### config.mk
export PLATFORM = sky130hd
export DESIGN_NAME = alu_muldiv
export DESIGN_NICKNAME = d
export VERILOG_FILES = /design/src/rtl/alu_muldiv.sv
export SDC_FILE = /design/constraint.sdc
export NUM_CORES = 1
export LEC_CHECK = 0
export ABC_AREA = 1
export CAP_MARGIN = 0
export CORE_MARGIN = 5
export CORE_UTILIZATION = 56
export CTS_CLUSTER_SIZE = 14
export DETAILED_ROUTE_END_ITERATION = 16
export PLACE_DENSITY = 0.8
export SETUP_SLACK_MARGIN = 0.3
export SYNTH_ARGS = -nofsm -noshare
export SYNTH_HDL_FRONTEND = slang
export SYNTH_SLANG_ARGS = --single-unit
### constraint.sdc
create_clock -name clock -period 2.9 [get_ports clock]
set_input_delay 0.725 -clock clock [delete_from_list [all_inputs] [get_ports clock]]
set_output_delay 0.725 -clock clock [all_outputs]
set_load 0.02 [all_outputs]
### src/rtl/alu_muldiv.sv
// alu_muldiv: iterative shift-add multiply / restoring divide (MUL AB, DIV AB), one bit per cycle.
// Signed operation is compiled in only when MULDIV_SIGNED_EN is defined.
module alu_muldiv #(
    parameter int WIDTH = 8
) (
    input  logic             clock,
    input  logic             reset,
    input  logic             start,
    input  logic             op_sel,
    input  logic             signed_mode,
    input  logic [WIDTH-1:0] op_in_1,
    input  logic [WIDTH-1:0] op_in_2,
    output logic             busy,
    output logic             done,
    output logic [WIDTH-1:0] op_out_1,
    output logic [WIDTH-1:0] op_out_2,
    output logic             overflow_out,
    output logic             carry_out
);
    localparam int CW = $clog2(WIDTH) + 1;

    typedef enum logic [1:0] {
        ST_IDLE,
        ST_BUSY,
        ST_DONE
    } state_t;

    state_t             state_q, state_d;
    logic [CW-1:0]      cnt_q, cnt_d;
    logic [2*WIDTH-1:0] acc_q, acc_d;
    logic [WIDTH-1:0]   oper_q, oper_d;
    logic               op_q, op_d;
    logic               sgn_q, sgn_d;
    logic               neg_a_q, neg_a_d;
    logic               neg_b_q, neg_b_d;
    logic [WIDTH-1:0]   res1_q, res1_d;
    logic [WIDTH-1:0]   res2_q, res2_d;
    logic               ov_q, ov_d;

    logic sgn_in;
`ifdef MULDIV_SIGNED_EN
    assign sgn_in = signed_mode;
`else
    logic unused_signed_mode;
    assign unused_signed_mode = signed_mode;
    assign sgn_in = 1'b0;
`endif

    // The datapath always runs on magnitudes; signs are restored when the result is registered.
    logic [WIDTH-1:0] mag_a, mag_b;
    assign mag_a = (sgn_in && op_in_1[WIDTH-1]) ? -op_in_1 : op_in_1;
    assign mag_b = (sgn_in && op_in_2[WIDTH-1]) ? -op_in_2 : op_in_2;

    // Multiply: acc = {partial, multiplier}. Divide: acc = {remainder, dividend/quotient}.
    logic [WIDTH:0]     mul_sum;
    logic [WIDTH:0]     rem_sh;
    logic [WIDTH-1:0]   rem_sub;
    logic               div_ge;
    logic [2*WIDTH-1:0] acc_step;

    always_comb begin
        mul_sum = {1'b0, acc_q[2*WIDTH-1:WIDTH]} + (acc_q[0] ? {1'b0, oper_q} : '0);
        rem_sh  = {acc_q[2*WIDTH-1:WIDTH], acc_q[WIDTH-1]};
        div_ge  = (rem_sh >= {1'b0, oper_q});
        rem_sub = div_ge ? WIDTH'(rem_sh - {1'b0, oper_q}) : rem_sh[WIDTH-1:0];
        if (op_q) begin
            acc_step = {rem_sub, acc_q[WIDTH-2:0], div_ge};
        end else begin
            acc_step = {mul_sum, acc_q[WIDTH-1:1]};
        end
    end

    logic               neg_res;
    logic [2*WIDTH-1:0] prod;
    logic [WIDTH-1:0]   quot;
    logic [WIDTH-1:0]   rem;

    always_comb begin
        neg_res = sgn_q && (neg_a_q ^ neg_b_q);
        prod    = neg_res ? -acc_step : acc_step;
        quot    = neg_res ? -acc_step[WIDTH-1:0] : acc_step[WIDTH-1:0];
        rem     = (sgn_q && neg_a_q) ? -acc_step[2*WIDTH-1:WIDTH] : acc_step[2*WIDTH-1:WIDTH];
    end

    always_comb begin
        state_d = state_q;
        cnt_d   = cnt_q;
        acc_d   = acc_q;
        oper_d  = oper_q;
        op_d    = op_q;
        sgn_d   = sgn_q;
        neg_a_d = neg_a_q;
        neg_b_d = neg_b_q;
        res1_d  = res1_q;
        res2_d  = res2_q;
        ov_d    = ov_q;
        unique case (state_q)
            ST_IDLE: begin
                if (start) begin
                    op_d = op_sel;
                    if (op_sel && (op_in_2 == '0)) begin
                        state_d = ST_DONE;
                        sgn_d   = 1'b0;
                        res1_d  = '1;
                        res2_d  = op_in_1;
                        ov_d    = 1'b1;
                    end else begin
                        state_d = ST_BUSY;
                        cnt_d   = '0;
                        sgn_d   = sgn_in;
                        neg_a_d = sgn_in && op_in_1[WIDTH-1];
                        neg_b_d = sgn_in && op_in_2[WIDTH-1];
                        if (op_sel) begin
                            acc_d  = {{WIDTH{1'b0}}, mag_a};
                            oper_d = mag_b;
                        end else begin
                            acc_d  = {{WIDTH{1'b0}}, mag_b};
                            oper_d = mag_a;
                        end
                    end
                end
            end
            ST_BUSY: begin
                acc_d = acc_step;
                cnt_d = cnt_q + CW'(1);
                if (cnt_q == CW'(WIDTH - 1)) begin
                    state_d = ST_DONE;
                    if (op_q) begin
                        res1_d = quot;
                        res2_d = rem;
                        // Only MIN / -1 yields a positive quotient magnitude with the MSB set.
                        ov_d   = sgn_q && !neg_res && acc_step[WIDTH-1];
                    end else begin
                        res1_d = prod[WIDTH-1:0];
                        res2_d = prod[2*WIDTH-1:WIDTH];
                        ov_d   = sgn_q ? (prod[2*WIDTH-1:WIDTH] != {WIDTH{prod[WIDTH-1]}})
                                       : (prod[2*WIDTH-1:WIDTH] != '0);
                    end
                end
            end
            ST_DONE: begin
                state_d = ST_IDLE;
            end
            default: begin
                state_d = ST_IDLE;
            end
        endcase
    end

    always_ff @(posedge clock or negedge reset) begin
        if (!reset) begin
            state_q <= ST_IDLE;
            cnt_q   <= '0;
            acc_q   <= '0;
            oper_q  <= '0;
            op_q    <= 1'b0;
            sgn_q   <= 1'b0;
            neg_a_q <= 1'b0;
            neg_b_q <= 1'b0;
            res1_q  <= '0;
            res2_q  <= '0;
            ov_q    <= 1'b0;
        end else begin
            state_q <= state_d;
            cnt_q   <= cnt_d;
            acc_q   <= acc_d;
            oper_q  <= oper_d;
            op_q    <= op_d;
            sgn_q   <= sgn_d;
            neg_a_q <= neg_a_d;
            neg_b_q <= neg_b_d;
            res1_q  <= res1_d;
            res2_q  <= res2_d;
            ov_q    <= ov_d;
        end
    end

    assign busy         = (state_q == ST_BUSY);
    assign done         = (state_q == ST_DONE);
    assign op_out_1     = res1_q;
    assign op_out_2     = res2_q;
    assign overflow_out = ov_q;
    assign carry_out    = 1'b0;

endmodule

==> impl_metrics.csv <==
group,metric,value,unit
power,power.density,1340,mW/mm^2
setup_path,cp-start-kind,"flip-flop",
timing,relSlewSlack,0.596,
cells_and_area,layout_common_cells,"nand2_1 (136), inv_1 (56), dfrtp_1 (47)",
timing,post-route-period-util,0.807,
logic_synthesis,synth.cell_area,0.00330,mm^2
worst_hold_path,hp-class,"in2async",
grt,track_usage,0.234,
timing,rsz0062_at_grt,"false",
logic_synthesis,synth_flop_cell,"dfrtp_1",
logic_synthesis,async_reset_ff_frac,1.00,
cts,clk_path_buf_depth,2,
placement,hpwl,6380,um
grt,grt_max_degree,49,
setup_path,setup.worst_path.start,"acc_q[13]",
cells_and_area,diodes,0,
power,netSwitchingPower,2.64,mW
power,combPwrFrac,0.670,
die,start_util,0.568,
setup_path,crit_path_max_fanout,9,
cts,path_clk_slew,0.09,ns
cts,htreeDepth,2,
route,wl_per_cell,14.6,um
cts,clock-root-buffer,"clkbuf_8",
power,p_leak,1.96,nW
logic_synthesis,synth-edff-count,0,
cts,cts-buffers-inserted,5,
setup_path,crit_required,3.10,ns
logic_synthesis,syn-num-nets,499,
cts,cts_tree,"built",
timing,finalHoldViolCount,0,
die,die_h,86.8,um
cts,cts.sinks,48,
logic_synthesis,synth-seq-cells,48,
setup_path,reg2reg_from,"acc_q[13]",
grt,grt_pass1_wl,13900,um
grt,grt_pass1_vias,2921,
timing,fmax,0.427,GHz
setup_path,crit_type,"reg2reg",
power,power_frac_clock,0.085,
grt,grt_remaining_overflow,0,
die,num_io_pins,41,
route,drt_first_iter_violations,263,
timing,fin_tns_setup,0,ns
die,num_rows,28,
cts,cts_setup_buffers,0,
route,drc,0,
power,swShare,0.515,
timing,min_period,2.34,ns
placement,placed_area,0.00373,mm^2
cells_and_area,fin_area,0.00383,mm^2
placement,io_buffer_count,38,
timing,finalSetupViolations,0,
setup_path,arrival,2.54,ns
timing,tightest_slew,0.605,ns
grt,antenna_found_initial,0,
timing,finalMaxSlewViolations,0,
logic_synthesis,synth.yosys.warnings,0,
cells_and_area,nFillCells,544,
logic_synthesis,syn_inst,459,
route,postRouteWirelength,8320,um
cells_and_area,area_growth,15.8,%
route,drtAntennaViolNets,0,
cells_and_area,drive_above_1_share,0.0626,
route,dr.pass1.iters,5,
die,core_area,0.00582,mm^2
logic_synthesis,netlist-cell-type-count,38,
cts,worstSkewPairLatency,0.31,ns
logic_synthesis,yosysSeqAreaShare,0.363,
placement,place_congestion,0.934,
power,internal_power,2.48,mW
die,die-width,86.8,um
logic_synthesis,synth_area_per_cell,7.20,um^2
die,die_area,0.00754,mm^2
cells_and_area,finalNetCount,534,
timing,fin_worst_skew,0.00645,ns
cells_and_area,final_common_cell,"nand2_1",
setup_path,critPathCaptureType,"flip-flop",
route,viasPerCell,5.52,
run_status,status,"finished clean",
power,ir_drop,1.14,mV
power,seqPwrFrac,0.246,
route,route.vias.total,3145,
job,drv_cap,0,
## cell usage after synthesis (4+ instances only)
cell | n | area share
inv_1 | 56 | 0.064
clkbuf_1 | 8 | 0.0091
dfrtp_1 | 48 | 0.36
nand2_1 | 136 | 0.15
ha_1 | 17 | 0.064
a21oi_1 | 26 | 0.039
a211oi_1 | 6 | 0.014
nor2_1 | 32 | 0.036
nand3_1 | 42 | 0.064
xor2_1 | 4 | 0.011
nand4_1 | 7 | 0.013
o21ai_0 | 27 | 0.041
o211ai_1 | 11 | 0.025
## worst paths after layout
path	endpoint	slack, ns	cells past startpoint
worst max-delay path	overflow_out	0.56	15
worst min-delay path	acc_q[6]	0.50	2
worst max register to register	overflow_out	0.56	15
worst min register to register	op_out_1[0]	0.50	2
max in group asynchronous	acc_q[0]	1.96	2
min in group clock	op_out_1[0]	0.50	2
## power groups by stage
stage / sequential [mW] / combinational, mW / clock (mW)
finish: 1.26 / 3.43 / 0.434
global route: 1.30 / 3.87 / 0.475
CTS: 1.26 / 3.42 / 0.441
detailed placement: 1.27 / 3.40 / 0
global placement: 1.26 / 3.31 / 0
floorplan: 1.34 / 2.39 / 0
## stage by stage
stage | power, mW | std cells | utilization | worst slack, ns | hold slack, ns
2_1_floorplan | 3.74 | 459 | - | 0.804 | 0.429
3_3_place_gp | 4.57 | 562 | 0.641 | 0.459 | 0.463
3_5_place_dp | 4.66 | 562 | 0.641 | 0.408 | 0.477
4_1_cts | 5.11 | 570 | 0.658 | 0.546 | 0.497
5_1_grt | 5.65 | 570 | 0.658 | 0.344 | 0.514
6_report | 5.12 | 570 | 0.658 | 0.560 | 0.496
## worst max-delay path, stage by stage, from the launching register on
cell	delay, ns
dfrtp_1	0.44
ha_1	0.37
nand2_1	0.08
nand2_1	0.07
nand2_1	0.06
nand2_1	0.10
a21oi_4	0.29
nand2_4	0.15
nand2_1	0.09
nand3_1	0.08
nand2_1	0.07
nand3_1	0.08
nor2_1	0.14
nand2_1	0.07
nand2_1	0.07
a21oi_2	0.06
## cells by family after synthesis
family,synth area share
fa+ha+maj,0.0765
xor+xnor,0.0186
simple gates,0.303
flops,0.363
buf+inv,0.0950
other cells,0.00113
compound gates,0.143
## repair_timing
| action | in CTS | in global routing |
|---|---|---|
| resized for setup | 0 | 1 |
| hold buffers | 0 | 0 |
| setup endpoints to repair | 0 | 1 |
## metal layers
metal  vias to the layer above  wire length [um]  global-route usage
met4                         0               121              0.0609
li1                       1560                 -                   -
met5                         -                 0                   0
met3                        13               465              0.0390
met1                      1481              3780               0.325
met2                        91              3950               0.377
## registers in the layout, indices dropped and copies added (netlist names)
signal	flops
op_out_2	8
oper_q	8
op_out_1	8
acc_q	16
cnt_q	4
state_q	2
overflow_out	1
op_q	1
## layout make-up
cell class | count | area [um^2] | area share
clock inverter | 2 | 13.8 | 0.00360
tap | 75 | 93.8 | 0.0245
multi-input combinational | 336 | 1790 | 0.467
clock buffer | 6 | 82.6 | 0.0216
inverter | 58 | 218 | 0.0569
sequential | 48 | 1200 | 0.314
timing repair buffer | 45 | 428 | 0.112
Power figures use the tool's default switching activity.
